File: src/rtl/trap_pkg.sv
// -----------------------------------------------------------------------------
// trap_pkg
// Shared definitions for the trap/exception sequencer of the multicycle core.
//   - trap_state_e      : sequencer states (IDLE, FETCH, LOAD)
//   - CAUSE_*           : cause line indices, bit 0 = highest priority
//   - TRAP_DEF_VEC_BASE : default data address of the cause-0 vector entry
//   - trap_idx_w()      : width of an index over n items (never below 1 bit)
// No ports (package).
// -----------------------------------------------------------------------------
package trap_pkg;

    typedef enum logic [1:0] {
        TRAP_IDLE  = 2'd0,
        TRAP_FETCH = 2'd1,
        TRAP_LOAD  = 2'd2
    } trap_state_e;

    localparam int CAUSE_ALU_OVERFLOW = 0;
    localparam int CAUSE_ILLEGAL_OP   = 1;
    localparam int CAUSE_MISALIGNED   = 2;
    localparam int CAUSE_SW           = 3;

    localparam int TRAP_DEF_VEC_BASE  = 254;

    // Index width for n items; a single item still needs a 1-bit field.
    function automatic int trap_idx_w(input int n);
        return (n > 1) ? $clog2(n) : 1;
    endfunction

endpackage

File: src/rtl/trap_prio_enc.sv
// -----------------------------------------------------------------------------
// trap_prio_enc
// Combinational lowest-index-first priority encoder for cause requests.
// Ports:
//   i_req   [N-1:0]  request lines, bit 0 = highest priority
//   o_idx   [IW-1:0] index of the lowest set request (0 when none)
//   o_valid          at least one request is set
// -----------------------------------------------------------------------------
module trap_prio_enc
    import trap_pkg::*;
#(
    parameter int N = 4
) (
    input  logic [N-1:0]                i_req,
    output logic [trap_idx_w(N)-1:0]    o_idx,
    output logic                        o_valid
);

    localparam int IW = trap_idx_w(N);

    // Scan from the top down so the lowest set bit is the last one written.
    always_comb begin
        o_idx   = '0;
        o_valid = |i_req;
        for (int i = N - 1; i >= 0; i--) begin
            o_idx = i_req[i] ? IW'(i) : o_idx;
        end
    end

endmodule

File: src/rtl/trap_controller.sv
// -----------------------------------------------------------------------------
// trap_controller
// Multicycle trap sequencer: on an accepted cause it saves EPC/cause, reads the
// handler address from a vector table in data memory (fixed read latency) and
// issues a one-cycle PC load. Also services trap-return (PC <- EPC).
// Optional build macro: TRAP_NEST_GUARD_EN (adds o_double_fault; a cause taken
// while still inside a handler is refused and flagged as a sticky double fault).
// Ports:
//   i_clk, i_reset      clock (rising edge), synchronous active-high reset
//   i_cause_req         level cause requests, bit 0 = highest priority
//   i_trap_en           control FSM cycle in which a cause may be accepted
//   i_faulting_pc       PC of the excepting instruction
//   i_trap_return       one-cycle request to resume at EPC
//   o_mem_rd, o_mem_addr  vector read request and entry address
//   i_mem_rdata         data-memory read data
//   o_epc, o_cause      saved exception PC and index of last accepted cause
//   o_trap_busy         sequencer active; control FSM holds
//   o_pc_load, o_pc_value one-cycle PC write strobe and its value
//   o_double_fault      (TRAP_NEST_GUARD_EN only) sticky nested-cause flag
// -----------------------------------------------------------------------------
module trap_controller
    import trap_pkg::*;
#(
    parameter int XLEN       = 64,
    parameter int NUM_CAUSES = 4,
    parameter int VEC_BASE   = TRAP_DEF_VEC_BASE,
    parameter int VEC_STRIDE = 1,
    parameter int VEC_W      = 8,
    parameter int MEM_LAT    = 1
) (
    input  logic                                i_clk,
    input  logic                                i_reset,
    input  logic [NUM_CAUSES-1:0]               i_cause_req,
    input  logic                                i_trap_en,
    input  logic [XLEN-1:0]                     i_faulting_pc,
    input  logic                                i_trap_return,
    output logic                                o_mem_rd,
    output logic [XLEN-1:0]                     o_mem_addr,
    input  logic [XLEN-1:0]                     i_mem_rdata,
    output logic [XLEN-1:0]                     o_epc,
    output logic [trap_idx_w(NUM_CAUSES)-1:0]   o_cause,
    output logic                                o_trap_busy,
    output logic                                o_pc_load,
`ifdef TRAP_NEST_GUARD_EN
    output logic                                o_double_fault,
`endif
    output logic [XLEN-1:0]                     o_pc_value
);

    localparam int CW    = trap_idx_w(NUM_CAUSES);
    localparam int CNT_W = trap_idx_w(MEM_LAT + 1);

    localparam logic [1:0] ST_IDLE  = TRAP_IDLE;
    localparam logic [1:0] ST_FETCH = TRAP_FETCH;
    localparam logic [1:0] ST_LOAD  = TRAP_LOAD;

    localparam logic [CNT_W-1:0] CNT_INIT = CNT_W'(MEM_LAT);
    localparam logic [CNT_W-1:0] CNT_ONE  = CNT_W'(1);
    localparam logic [XLEN-1:0]  BASE_X   = XLEN'(VEC_BASE);
    localparam logic [XLEN-1:0]  STRIDE_X = XLEN'(VEC_STRIDE);

    logic [1:0]      r_state;
    logic [CNT_W-1:0] r_count;
    logic            r_mem_rd;
    logic [XLEN-1:0] r_mem_addr;
    logic [XLEN-1:0] r_epc;
    logic [CW-1:0]   r_cause;
    logic            r_trap_busy;
    logic            r_pc_load;
    logic [XLEN-1:0] r_pc_value;

    logic [CW-1:0]   w_idx;
    logic            w_valid;
    logic            w_cause_seen;
    logic            w_take_cause;
    logic [XLEN-1:0] w_vec_addr;
    logic [XLEN-1:0] w_handler;
    logic            w_unused_rdata;

    trap_prio_enc #(
        .N (NUM_CAUSES)
    ) u_prio_enc (
        .i_req   (i_cause_req),
        .o_idx   (w_idx),
        .o_valid (w_valid)
    );

    assign w_cause_seen = i_trap_en & w_valid;

    // Vector entry address; XLEN arithmetic so it wraps naturally.
    assign w_vec_addr   = BASE_X + (XLEN'(w_idx) * STRIDE_X);

    // Only the low VEC_W bits of an entry form the handler address.
    assign w_handler      = XLEN'(i_mem_rdata[VEC_W-1:0]);
    assign w_unused_rdata = ^i_mem_rdata;

`ifdef TRAP_NEST_GUARD_EN
    logic r_in_handler;
    logic r_double_fault;

    assign w_take_cause   = w_cause_seen & ~r_in_handler;
    assign o_double_fault = r_double_fault;

    // Track handler residency; a cause arriving inside a handler is a double fault.
    always_ff @(posedge i_clk) begin
        if (i_reset) begin
            r_in_handler   <= 1'b0;
            r_double_fault <= 1'b0;
        end else if (r_state == ST_IDLE) begin
            if (w_take_cause) begin
                r_in_handler <= 1'b1;
            end else if (i_trap_return) begin
                r_in_handler <= 1'b0;
            end
            if (w_cause_seen && r_in_handler) begin
                r_double_fault <= 1'b1;
            end
        end
    end
`else
    assign w_take_cause = w_cause_seen;
`endif

    // Sequencer FSM and all registered outputs.
    always_ff @(posedge i_clk) begin
        if (i_reset) begin
            r_state     <= ST_IDLE;
            r_count     <= '0;
            r_mem_rd    <= 1'b0;
            r_mem_addr  <= '0;
            r_epc       <= '0;
            r_cause     <= '0;
            r_trap_busy <= 1'b0;
            r_pc_load   <= 1'b0;
            r_pc_value  <= '0;
        end else begin
            case (r_state)
                ST_IDLE: begin
                    // A cause wins over a simultaneous trap-return.
                    if (w_take_cause) begin
                        r_epc       <= i_faulting_pc;
                        r_cause     <= w_idx;
                        r_mem_addr  <= w_vec_addr;
                        r_mem_rd    <= 1'b1;
                        r_trap_busy <= 1'b1;
                        r_count     <= CNT_INIT;
                        r_state     <= ST_FETCH;
                    end else if (i_trap_return) begin
                        r_pc_value  <= r_epc;
                        r_pc_load   <= 1'b1;
                        r_trap_busy <= 1'b1;
                        r_state     <= ST_LOAD;
                    end
                end
                ST_FETCH: begin
                    // Read data is valid on the edge where the countdown reaches 1.
                    if (r_count == CNT_ONE) begin
                        r_pc_value <= w_handler;
                        r_pc_load  <= 1'b1;
                        r_mem_rd   <= 1'b0;
                        r_state    <= ST_LOAD;
                    end else begin
                        r_count <= r_count - CNT_ONE;
                    end
                end
                ST_LOAD: begin
                    r_pc_load   <= 1'b0;
                    r_trap_busy <= 1'b0;
                    r_state     <= ST_IDLE;
                end
                default: begin
                    r_mem_rd    <= 1'b0;
                    r_pc_load   <= 1'b0;
                    r_trap_busy <= 1'b0;
                    r_state     <= ST_IDLE;
                end
            endcase
        end
    end

    assign o_mem_rd    = r_mem_rd;
    assign o_mem_addr  = r_mem_addr;
    assign o_epc       = r_epc;
    assign o_cause     = r_cause;
    assign o_trap_busy = r_trap_busy;
    assign o_pc_load   = r_pc_load;
    assign o_pc_value  = r_pc_value;

endmodule

File: config.mk
export PLATFORM = sky130hd
export DESIGN_NAME = trap_controller
export DESIGN_NICKNAME = d
export VERILOG_FILES = /design/src/rtl/trap_pkg.sv /design/src/rtl/trap_prio_enc.sv /design/src/rtl/trap_controller.sv
export SDC_FILE = /design/constraint.sdc
export NUM_CORES = 1
export LEC_CHECK = 0
export BUFFER_PORTS_ARGS = -buffer_cell sky130_fd_sc_hd__buf_2
export CAP_MARGIN = 20
export CORE_AREA = 2 2 127 129
export CTS_CLUSTER_DIAMETER = 40
export CTS_CLUSTER_SIZE = 30
export DETAILED_ROUTE_END_ITERATION = 10
export DIE_AREA = 0 0 129 131
export PLACE_DENSITY = 0.7
export SLEW_MARGIN = 25
export SYNTH_ARGS = -nofsm -noshare
export SYNTH_HDL_FRONTEND = slang
export SYNTH_SLANG_ARGS = --single-unit
File: constraint.sdc
create_clock -name i_clk -period 2.94 [get_ports i_clk]
set_input_delay 0.735 -clock i_clk [delete_from_list [all_inputs] [get_ports i_clk]]
set_output_delay 0.735 -clock i_clk [all_outputs]
set_load 0.02 [all_outputs]
==> results.sh, run 1 <==
export IMPL_cts_setup_buffers=0
export IMPL_path_class="reg -> reg"
export IMPL_worstSkewPairLatency_ns=0.42
export IMPL_synthCells=634
export IMPL_cts_buffers=17
export IMPL_die_w_um=129
export IMPL_layout_common_cells="buf_2, dfxtp_1, nand2_1"
export IMPL_cts_tree="done"
export IMPL_synth_edf_count=0
export IMPL_p_leak_nw=3.37
export IMPL_die_h_um=131
export IMPL_synthFlopType="dfxtp_1"
export IMPL_drv_slew=0
export IMPL_cp_slowest_cell="dfxtp_1"
export IMPL_grt_max_degree=69
export IMPL_cts_root_buf="clkbuf_16"
export IMPL_cp_arrival_ns=2.38
export IMPL_synth_top_area_share_pct=47.1
export IMPL_ff2ff_setup_slack_ns=0.87
export IMPL_crit_top_cell="buf_4"
export IMPL_finalCriticalPeriod_ns=2.07
export IMPL_hold_violations=0
export IMPL_ys_ff_latch=137
export IMPL_initial_utilization_pct=37.3
export IMPL_cts_resized=0
export IMPL_worstRegToRegCells=6
export IMPL_status="finished, final reports clean"
export IMPL_io_pins=333
export IMPL_cts_max_path_buffers=2
export IMPL_power_density_mw_per_mm2=654
export IMPL_ys_seq_area_share_pct=47.1
export IMPL_ys_warn_count=0
export IMPL_vias=5046
export IMPL_vias_per_cell=4.78
export IMPL_peakVddDrop_uv=374
export IMPL_reg2reg_to="o_pc_value[8]"
export IMPL_dr_pass1_iters=4
export IMPL_cp_depth=6
export IMPL_cpPeakStageDelay_ns=0.45
export IMPL_max_freq_mhz=483
export IMPL_nFillCells=1545
export IMPL_final_antenna_net_count=0
export IMPL_cp_required_ns=3.24
export IMPL_clkTransAtPathRegs_ns=0.06
export IMPL_hold_depth=2
export IMPL_start_kind="flop"
export IMPL_min_to="o_epc[2]"
export IMPL_finalSetupTns_ns=0
export IMPL_place_congestion=0.781
export IMPL_syn_area_per_cell_um2=9.19
export IMPL_finalCritPeriodShare_pct=70.5
export IMPL_dieArea_mm2=0.0169
export IMPL_crit_family="simple AND/OR/NAND/NOR gates"
export IMPL_hp_start="o_epc[2]"
export IMPL_grt_pass1_wl_um=23300
export IMPL_wl_per_cell_um=14.5
export IMPL_path_cells="buf_4 > nor2_1 > and3_2 > or2_2 > buf_4 > a31o_2"
export IMPL_antenna_found_initial=1
export IMPL_worst_path_buf_inv=2
export IMPL_grt_overflow=0
export IMPL_routed_wl_um=15300
export IMPL_syn_area_mm2=0.00583
export IMPL_path_max_fanout=21
export IMPL_drive_gt1_share_pct=36.0
export IMPL_drcViolationCount=0
export IMPL_hold_path_class="reg -> reg"
export IMPL_maxSlewHeadroom_pct=64.1
export IMPL_grt_total_usage_pct=17.6
export IMPL_cts_sinks=137
export IMPL_final_common_cell="buf_2"
export IMPL_synth_top_cell_by_area="dfxtp_1"
export IMPL_dp_final_hpwl_um=10200
export IMPL_core_mm2=0.0156
export IMPL_fin_nets=961
export IMPL_syn_to_final_growth_pct=26.8
export IMPL_holdBufCountCts=0
export IMPL_worstMarginPinSlew_ns=0.538
export IMPL_drt_iter0_drc=188
export IMPL_synth_async_reset_ratio_pct=0
export IMPL_fin_skew_ns=0.00830
export IMPL_cts_htree_levels=4
export IMPL_setup_viol=0
export IMPL_cap_viol_max_count=0
export IMPL_finalHoldWorstSlack_ns=0.459
export IMPL_portBuffers=221
export IMPL_regToRegStartpoint="r_state[0]"
export IMPL_synth_area_leaders="dfxtp_1, buf_4, nand2_1"
export IMPL_ys_types=37
export IMPL_cp_end_kind="flop"
export IMPL_rsz0062_at_grt="false"
export IMPL_grt_pass1_vias=4319
export IMPL_num_rows=46
power breakdown:
part           switching, mW  internal [mW]  total (mW)  leakage (nW)
combinational          0.546          0.249       0.795          1.97
sequential            0.0704           1.96        2.03          1.12
clock                  0.807           1.20        2.01         0.275
total                   1.42           3.41        4.83          3.37
worst max-delay path by stage:
stage,start,to,slack (ns)
after global routing,r_state[0],o_pc_value[8],0.77
after global placement,i_trap_en,o_pc_value[14],0.63
after CTS,r_state[0],o_pc_value[8],0.89
final,r_state[0],o_pc_value[8],0.87
after floorplan,i_trap_en,o_pc_value[33],1.0
after detailed placement,i_cause_req[1],o_epc[6],0.62
logic make-up (layout without fill, tap and decap cells):
| group | after synthesis | count (layout) | synth area share [%] |
|---|---|---|---|
| and+or+nand+nor | 214 | 214 | 19.6 |
| buffers and inverters | 131 | 281 | 14.2 |
| muxes | 1 | 1 | 0.193 |
| other | 1 | 56 | 0.0644 |
| AOI/OAI and AO/OA | 150 | 150 | 18.9 |
| DFF | 137 | 137 | 47.1 |
cells in the mapped netlist, types with 2 or more instances:
library cell,count
clkbuf_1,28
nor4b_1,56
nor2_1,5
buf_6,7
nand2b_1,2
o211ai_1,2
buf_4,71
inv_1,11
dfxtp_1,137
a31o_2,16
nand2_1,132
buf_1,2
a211oi_1,8
buf_2,11
a21oi_1,70
o21ai_0,2
a31o_1,40
nor2b_1,8
a221oi_2,8
flip-flops by register name, summed over array words and instances, names as in the netlist:
| register | cells |
|---|---|
| o_epc | 64 |
| o_pc_value | 64 |
| o_cause | 2 |
| r_state | 2 |
| o_mem_addr | 1 |
| o_mem_rd | 1 |
| o_pc_load | 1 |
| o_trap_busy | 1 |
| r_count | 1 |
routing by layer:
metal / wire (um) / share of wire (%) / global-route usage, %
met1: 6760 / 44 / 22.5
met2: 7240 / 47 / 28.1
met3: 1120 / 7.3 / 5.99
met4: 169 / 1.1 / 5.69
met5: 0 / 0 / 0
layout make-up:
cell class	count	area, um^2	share of cell area [%]
clock buffer	20	457	6.18
timing repair buffer	238	1290	17.4
clock inverter	12	101	1.37
sequential	137	2740	37.1
multi-input combinational	420	2490	33.7
antenna	1	2.50	0.0339
tap	216	270	3.66
inverter	11	41.3	0.559
through the flow:
| stage | setup slack (ns) | instance area (um^2) | instances | utilization, % | power [mW] |
|---|---|---|---|---|---|
| floorplan | 0.998 | 6030 | 688 | - | 2.67 |
| global placement | 0.628 | 6830 | 1022 | 43.8 | 2.87 |
| detailed placement | 0.618 | 6830 | 1022 | 43.8 | 2.87 |
| CTS | 0.888 | 7390 | 1054 | 47.4 | 4.88 |
| global route | 0.774 | 7390 | 1054 | 47.4 | 5.05 |
| finish | 0.869 | 7390 | 1055 | 47.4 | 4.83 |
worst reg2reg max path: stages (launching register included):
cell     delay [ns]
dfxtp_1        0.45
buf_4          0.29
nor2_1         0.13
and3_2         0.28
or2_2          0.33
buf_4          0.23
a31o_2         0.26
(Power assumes the default switching activity.)
==> inputs of run 2 (changes only) <==
Settings changed: ABC_AREA set to 1, CORE_AREA 2 2 127 129 to 2 2 128 130, DIE_AREA 0 0 129 131 to 0 0 130 132, PLACE_DENSITY 0.7 to 0.72.
Clock period 2.94 ns to 1.8 ns, I/O delays scaled along.
==> run 2 against run 1 <==
Area after synthesis grew 0.24%. Critical path depth is 5 lower. Power is 100% higher. Final cell count up 17%. Combinational power increased to 3.1 times the previous value. Sequential power grew 77%. Sequential cell count is the same. Global-route usage up 0.42 points. Non-clock buffer count is 2 higher. Clock skew grew 0.0028 ns. First-iteration DRC count up 38%. Critical path type is now reg -> out. Largest cell class unchanged. Highest routed layer unchanged.
==> results.sh, run 2 <==
export IMPL_p_comb_share_pct=25.1
export IMPL_finalSetupTns_ns=0
export IMPL_drive_gt1_share_pct=27.4
export IMPL_dr_pass1_iters=4
export IMPL_regArea_mm2=0.00274
export IMPL_reg2reg_to="o_epc[61]"
export IMPL_cp_end_kind="primary output"
export IMPL_seqPwrFrac_pct=36.8
export IMPL_ff2ff_setup_slack_ns=0.27
export IMPL_cp_slowest_cell="dfxtp_1"
export IMPL_cts_sinks=137
export IMPL_cts_resized=0
export IMPL_final_antenna_net_count=0
export IMPL_worstRegToRegCells=6
export IMPL_io_pins=333
export IMPL_rsz0062_at_grt="false"
export IMPL_path_cells="buf_2"
export IMPL_hp_start="i_faulting_pc[59]"
export IMPL_ys_warn_count=0
export IMPL_grt_total_usage_pct=18.0
export IMPL_final_common_cell="nand2_1"
export IMPL_ys_types=22
export IMPL_hold_depth=3
export IMPL_switchingPower_mw=3.14
export IMPL_finalCriticalPeriod_ns=1.53
export IMPL_worst_path_buf_inv=1
export IMPL_setup_viol=0
export IMPL_grt_pass1_wl_um=24600
export IMPL_start_kind="flop"
export IMPL_layout_common_cells="nand2_1, buf_2, a21oi_1"
export IMPL_synth_area_leaders="dfxtp_1, nand2_1, a21oi_1"
export IMPL_min_to="o_epc[59]"
export IMPL_finalHoldWorstSlack_ns=0.276
export IMPL_portBuffers=221
export IMPL_ys_ff_latch=137
export IMPL_cp_required_ns=1.35
export IMPL_synthMostInstantiatedCell="nand2_1"
export IMPL_max_freq_mhz=654
export IMPL_initial_utilization_pct=37.2
export IMPL_finalCritPeriodShare_pct=84.9
export IMPL_drv_slew=0
export IMPL_die_h_um=132
export IMPL_hold_path_class="in -> reg"
export IMPL_holdBufCountCts=0
export IMPL_pwr_share_clk_pct=38.1
export IMPL_vias_per_cell=4.39
export IMPL_syn_to_final_growth_pct=30.0
export IMPL_n_antenna_cell=0
export IMPL_worstSkewPairLatency_ns=0.42
export IMPL_antenna_found_initial=0
export IMPL_cp_arrival_ns=1.08
export IMPL_syn_area_mm2=0.00584
export IMPL_cpPeakStageDelay_ns=0.45
export IMPL_synth_top_area_share_pct=47.0
export IMPL_syn_area_per_cell_um2=7.20
export IMPL_core_mm2=0.0157
export IMPL_synth_edf_count=0
export IMPL_dieArea_mm2=0.0172
export IMPL_status="finished, final reports clean"
export IMPL_path_max_fanout=8
export IMPL_place_congestion=0.796
export IMPL_cts_htree_levels=4
export IMPL_cts_setup_buffers=0
export IMPL_cts_root_buf="clkbuf_16"
export IMPL_grt_overflow=0
export IMPL_synthCells=811
export IMPL_cts_buffers=17
export IMPL_cts_max_path_buffers=2
export IMPL_grt_max_degree=81
export IMPL_yosys_top_cells_count="nand2_1, a21oi_1, dfxtp_1"
export IMPL_dp_final_hpwl_um=10400
export IMPL_hold_violations=0
export IMPL_p_int_mw=6.64
export IMPL_fin_nets=1143
export IMPL_synthFlopType="dfxtp_1"
export IMPL_ys_seq_area_share_pct=47.0
export IMPL_p_leak_nw=3.86
export IMPL_drt_iter0_drc=259
export IMPL_power_density_mw_per_mm2=1290
export IMPL_grt_pass1_vias=4648
export IMPL_cap_viol_max_count=0
export IMPL_multi_input_area_mm2=0.00235
export IMPL_wl_per_cell_um=12.9
export IMPL_synth_top_cell_by_area="dfxtp_1"
export IMPL_drcViolationCount=0
export IMPL_regToRegStartpoint="r_state[1]"
export IMPL_nFillCells=1607
export IMPL_fin_skew_ns=0.0112
export IMPL_cts_tree="done"
export IMPL_vias=5420
export IMPL_power_switching_share_pct=32.1
export IMPL_clkTransAtPathRegs_ns=0.06
export IMPL_path_class="reg -> out"
export IMPL_routed_wl_um=15900
export IMPL_peakVddDrop_uv=633
export IMPL_die_w_um=130
export IMPL_crit_family="flip-flops"
export IMPL_synth_async_reset_ratio_pct=0
export IMPL_num_rows=46
==> run 2: worst max path at each step <==
stage	cells past startpoint	slack (ns)	start	endpoint
2_1_floorplan	9	0.27	i_cause_req[1]	o_pc_value[10]
3_3_place_gp	8	0.12	i_cause_req[1]	o_cause[0]
3_5_place_dp	8	0.07	i_cause_req[1]	o_epc[61]
4_1_cts	6	0.24	r_state[1]	o_epc[61]
5_1_grt	6	0.13	r_state[1]	o_epc[55]
6_report	1	0.27	o_mem_addr[7]	o_mem_addr[4]
==> run 2: area by class of cell <==
| cell class | count | share of cell area [%] |
|---|---|---|
| inverters | 62 | 3.07 |
| clock inverters | 6 | 1.42 |
| repair buffers | 240 | 17.9 |
| well taps | 216 | 3.56 |
| flip-flops and latches | 137 | 36.1 |
| clock buffers | 26 | 6.97 |
| multi-input cells | 549 | 30.9 |
==> run 2: power groups by stage <==
| stage | sequential (mW) | clock (mW) | combinational, mW |
|---|---|---|---|
| 2_1_floorplan | 4.08 | 0 | 1.36 |
| 3_3_place_gp | 3.66 | 0 | 2.44 |
| 3_5_place_dp | 3.66 | 0 | 2.46 |
| 4_1_cts | 3.60 | 3.82 | 2.48 |
| 5_1_grt | 3.64 | 3.95 | 2.71 |
| 6_report | 3.60 | 3.73 | 2.46 |
==> run 2: through the flow <==
stage | setup slack, ns | instance area [um^2] | utilization [%] | power (mW) | std cells
after floorplan | 0.272 | 6040 | - | 5.44 | 865
after global placement | 0.115 | 6950 | 44.3 | 6.10 | 1204
after detailed placement | 0.0687 | 6950 | 44.3 | 6.12 | 1204
after CTS | 0.243 | 7590 | 48.3 | 9.89 | 1236
after global routing | 0.130 | 7590 | 48.3 | 10.3 | 1236
final | 0.272 | 7590 | 48.3 | 9.78 | 1236
==> run 2: logic make-up (layout without fill, tap and decap cells) <==
family / Yosys count / after routing / share of synthesized area, %
compound gates: 150 / 150 / 13.0
buf+inv: 179 / 334 / 16.7
flops: 137 / 137 / 47.0
other cells: 1 / 55 / 0.0642
simple gates: 344 / 344 / 23.2
==> run 2: per-layer routing <==
| layer | up-vias | GRT usage, % | wire length [um] | part of all wire, % |
|---|---|---|---|---|
| met4 | 0 | 6.09 | 273 | 1.7 |
| li1 | 2815 | - | - | - |
| met1 | 2414 | 22.4 | 6920 | 44 |
| met2 | 169 | 29.5 | 7670 | 48 |
| met5 | - | 0 | 0 | 0 |
| met3 | 22 | 5.52 | 1020 | 6.4 |
